### config.mk
export PLATFORM = sky130hd
export DESIGN_NAME = vr_vc_converter
export DESIGN_NICKNAME = d
export VERILOG_FILES = /design/src/rtl/vr_vc_converter.sv
export SDC_FILE = /design/constraint.sdc
export NUM_CORES = 1
export LEC_CHECK = 0
export CAP_MARGIN = 0
export CORE_AREA = 2 2 39 41
export CTS_BUF_LIST = sky130_fd_sc_hd__clkbuf_8
export DETAILED_ROUTE_END_ITERATION = 7
export DIE_AREA = 0 0 41 43
export DONT_BUFFER_PORTS = 1
export SLEW_MARGIN = 25
export SYNTH_ARGS = -nofsm -noshare
export SYNTH_HDL_FRONTEND = slang
export SYNTH_SLANG_ARGS = --single-unit
### constraint.sdc
create_clock -name clk -period 2.2 [get_ports clk]
set_clock_uncertainty 0.2 [all_clocks]
set_input_delay 0.44 -clock clk [delete_from_list [all_inputs] [get_ports clk]]
set_output_delay 0.44 -clock clk [all_outputs]
set_load 0.02 [all_outputs]
### src/rtl/vr_vc_converter.sv
// vr_vc_converter
// Bridges a valid/ready upstream port onto a credit-based downstream port.
// One payload is forwarded per credit. Credits are replenished by single-cycle
// m_credit_i pulses from downstream.
//
// Parameters
//   DATA_WIDTH   payload width in bits
//   CREDIT_NUM   credits held after reset (1..255)
//
// Ports
//   clk           single clock, all state on posedge
//   rst_n         asynchronous active-low reset
//   s_data_i      upstream payload
//   s_valid_i     upstream payload valid
//   s_ready_o     high while at least one credit is held
//   m_data_o      downstream payload, holds its value between strobes
//   m_valid_o     single-cycle strobe, one cycle after each accept
//   m_credit_i    one credit returned per asserted cycle
//   credit_cnt_o  current credit count
//   err_o         sticky flag, set when a credit arrives while the count is full
module vr_vc_converter #(
    parameter int unsigned DATA_WIDTH = 8,
    parameter int unsigned CREDIT_NUM = 2
) (
    input  logic                               clk,
    input  logic                               rst_n,
    input  logic [DATA_WIDTH-1:0]              s_data_i,
    input  logic                               s_valid_i,
    output logic                               s_ready_o,
    output logic [DATA_WIDTH-1:0]              m_data_o,
    output logic                               m_valid_o,
    input  logic                               m_credit_i,
    output logic [$clog2(CREDIT_NUM+1)-1:0]    credit_cnt_o,
    output logic                               err_o
);

    localparam int unsigned CntWidth = $clog2(CREDIT_NUM + 1);
    localparam logic [CntWidth-1:0] CntMax = CntWidth'(CREDIT_NUM);
    localparam logic [CntWidth-1:0] CntOne = CntWidth'(1);

    logic [CntWidth-1:0]   cnt_q, cnt_d;
    logic                  err_q, err_d;
    logic                  valid_q;
    logic [DATA_WIDTH-1:0] data_q;
    logic                  accept;

    // Ready depends only on the registered count, so there is no
    // combinational path from m_credit_i or s_valid_i.
    assign s_ready_o = (cnt_q != '0);
    assign accept    = s_valid_i && s_ready_o;

    always_comb begin
        cnt_d = cnt_q;
        err_d = err_q;
        if (accept && !m_credit_i) begin
            cnt_d = cnt_q - CntOne;
        end else if (!accept && m_credit_i) begin
            // A credit beyond the initial grant is a downstream protocol
            // violation: saturate and flag it, keep running.
            if (cnt_q == CntMax) begin
                err_d = 1'b1;
            end else begin
                cnt_d = cnt_q + CntOne;
            end
        end
    end

    always_ff @(posedge clk or negedge rst_n) begin
        if (!rst_n) begin
            cnt_q   <= CntMax;
            err_q   <= 1'b0;
            valid_q <= 1'b0;
            data_q  <= '0;
        end else begin
            cnt_q   <= cnt_d;
            err_q   <= err_d;
            valid_q <= accept;
            if (accept) begin
                data_q <= s_data_i;
            end
        end
    end

    assign m_valid_o    = valid_q;
    assign m_data_o     = data_q;
    assign credit_cnt_o = cnt_q;
    assign err_o        = err_q;

endmodule

==> results by group <==
Status
  – Status: completed

Logic synthesis
  – Post-synthesis net count: 48
  – Syn Std Cell Area: 536 um^2
  – Top post-synthesis cells by area: dfrtp_1 (51%), mux2_4 (22%), dfstp_2 (4.9%)
  – Synthesized flop and latch total: 12
  – Yosys warning count: 0
  – Unique cell type count in the Yosys netlist: 15
  – Syn_area_per_cell: 15.8 um^2
  – Gate Count Post-Synth: 34
  – Synth top area share: 51.4%
  – Yosys top cell by area: dfrtp_1
  – Sequential element share of the synthesized area: 56.3%

Worst hold path
  – Hold crit path type: in -> reg

GRT
  – Largest net degree at the start of global routing: 13
  – Aggregate global routing overflow: 0
  – Global-route wire length before repair: 1320 um
  – Total track usage: 12.1%
  – Initial antenna violation count: 0
  – Vias in the first global route: 314

Critical path
  – Crit end category: register
  – CP max FO: 10
  – WP data arrival: 1.89 ns
  – Worst EP required: 2.16 ns
  – CP Class: reg -> reg
  – Critical path launch point type: register

Detailed routing
  – ANT nets after route: 0
  – Drt drc: 0
  – WL/cell: 15.8 um
  – Via density per instance: 5.02
  – Routed wire length: 883 um
  – Initial drt markers: 5
  – Detailed-route via count: 281
  – TritonRoute pass-1 iters: 3

Clocking
  – Clk Latency, worst-skew pair: 0.24 ns
  – Cts hold-fix bufs: 1
  – CTS tree: done
  – Max Buffers Root-to-Sink: 2
  – Clock slew at reported path FFs: 0.05 ns
  – CTS sink cnt: 12
  – Number of CTS-inserted buffers: 3
  – CTS H-tree lvls: 1
  – Clock Tree Root: clkbuf_8
  – Post-CTS Resized: 0
  – Post-CTS setup buffer count: 0

Placed design
  – DP Worst Slack: 0.285 ns
  – DPL Wire Length: 686 um
  – Routability cong.: 0.742
  – Port buffer count: 0

Cells and area
  – NumNets Final: 55
  – Number of diodes: 0
  – Leading cell type in the layout, fill and taps excluded: dfrtp_1
  – Share of post-route cells with drive strength above 1: 42.5%
  – Most frequent cells in the layout: dfrtp_1 (11), mux2_4 (8), clkbuf_8 (4)
  – Synthesis-to-layout area growth: 17.3%

Floorplanning
  – # rows: 14
  – Ports: 25
  – Die Area: 0.00176 mm^2
  – Die X: 41 um
  – Initial Util: 38.7%
  – Height of the die: 43 um
  – Core area: 0.00138 mm^2

Timing
  – Fraction of the cycle the final worst path needs: 87.7%
  – Worst setup margin: 0.271 ns
  – Setup TNS: 0 ns
  – Final Hold Viols: 0
  – Max Clk Rate: 518 MHz
  – Fin crit period: 1.93 ns
  – Worst-Margin Slew: 0.515 ns
  – Final setup fails: 0
  – RSZ-0062 raised after global routing: false
  – Count of final max-slew check failures: 0
  – Slew HR: 65.6%

Run
  – Max_cap viols: 0

Power and ir drop
  – P_leak: 0.305 nW
  – Peak VDD IR: 0.000529 V
  – Pwr Density: 1740 mW/mm^2
==> metal layers <==
layer	part of all wire (%)	track usage, %	vias up
met1	35	13.1	143
met3	10	6.81	2
li1	-	-	124
met2	53	15.6	12
met4	2.2	11.3	0
met5	0	0	-
==> logic make-up (layout without fill, tap and decap cells) <==
group / Yosys count / in the layout / share of synthesized area [%]
AO/OA/AOI/OAI: 2 / 2 / 3.04
XOR/XNOR: 2 / 2 / 3.27
adder cells (fa/ha/maj): 2 / 2 / 4.67
buffers and inverters: 2 / 8 / 1.40
flip-flops: 12 / 12 / 56.3
multiplexers: 8 / 8 / 22.4
AND/OR/NAND/NOR: 6 / 6 / 8.88
==> critical path: stages, from the launching register on <==
cell,delay (ns)
dfstp_2,0.63
or2_4,0.23
nand2_8,0.10
inv_1,0.08
ha_1,0.25
nor2_1,0.16
xor2_1,0.18
==> synth_stat cells <==
cell / n
a21o_2: 1
dfrtp_1: 11
dfstp_2: 1
ha_1: 2
inv_1: 2
mux2_4: 8
nand2_1: 1
nand2_8: 1
nor2_1: 1
nor2b_1: 1
nor3_1: 1
o21bai_1: 1
or2_4: 1
xnor2_1: 1
xor2_1: 1
==> registers in the layout, indices dropped and copies added, names as in the netlist <==
| signal | flops |
|---|---|
| credit_cnt_o | 2 |
| err_o | 1 |
| m_data_o | 8 |
| m_valid_o | 1 |
==> final timing paths <==
kind | startpoint | to | slack, ns | cells after the start
worst max-delay path | credit_cnt_o[1] | credit_cnt_o[1] | 0.27 | 6
worst min-delay path | s_data_i[5] | m_data_o[5] | 0.15 | 1
worst max register to register | credit_cnt_o[1] | credit_cnt_o[1] | 0.27 | 6
worst min register to register | credit_cnt_o[1] | credit_cnt_o[1] | 0.41 | 1
max in group asynchronous | rst_n | credit_cnt_o[1] | 1.03 | 1
min in group asynchronous | rst_n | m_data_o[5] | 0.42 | 1
==> metrics by stage <==
| stage | cells | power (mW) | area [um^2] | hold WS (ns) | utilization, % |
|---|---|---|---|---|---|
| floorplan | 34 | 0.791 | 536 | -0.0556 | - |
| global placement | 51 | 0.837 | 563 | -0.0553 | 40.7 |
| detailed placement | 51 | 0.861 | 563 | -0.0553 | 40.7 |
| CTS | 56 | 1.11 | 628 | 0.144 | 45.4 |
| global route | 56 | 1.16 | 628 | 0.136 | 45.4 |
| finish | 56 | 1.09 | 628 | 0.148 | 45.4 |
==> area by class of cell <==
cell class | instances | area (um^2)
clock buffer | 4 | 55.1
fill | 123 | 756
inverter | 2 | 7.51
multi-input combinational | 20 | 226
sequential | 12 | 302
tap | 16 | 20.0
timing repair buffer | 2 | 17.5
==> where the power goes <==
group | internal [mW] | switching, mW
Sequential | 0.331 | 0.191
Combinational | 0.191 | 0.145
Clock | 0.158 | 0.0767
Total | 0.680 | 0.412
(Power assumes the default switching activity.)
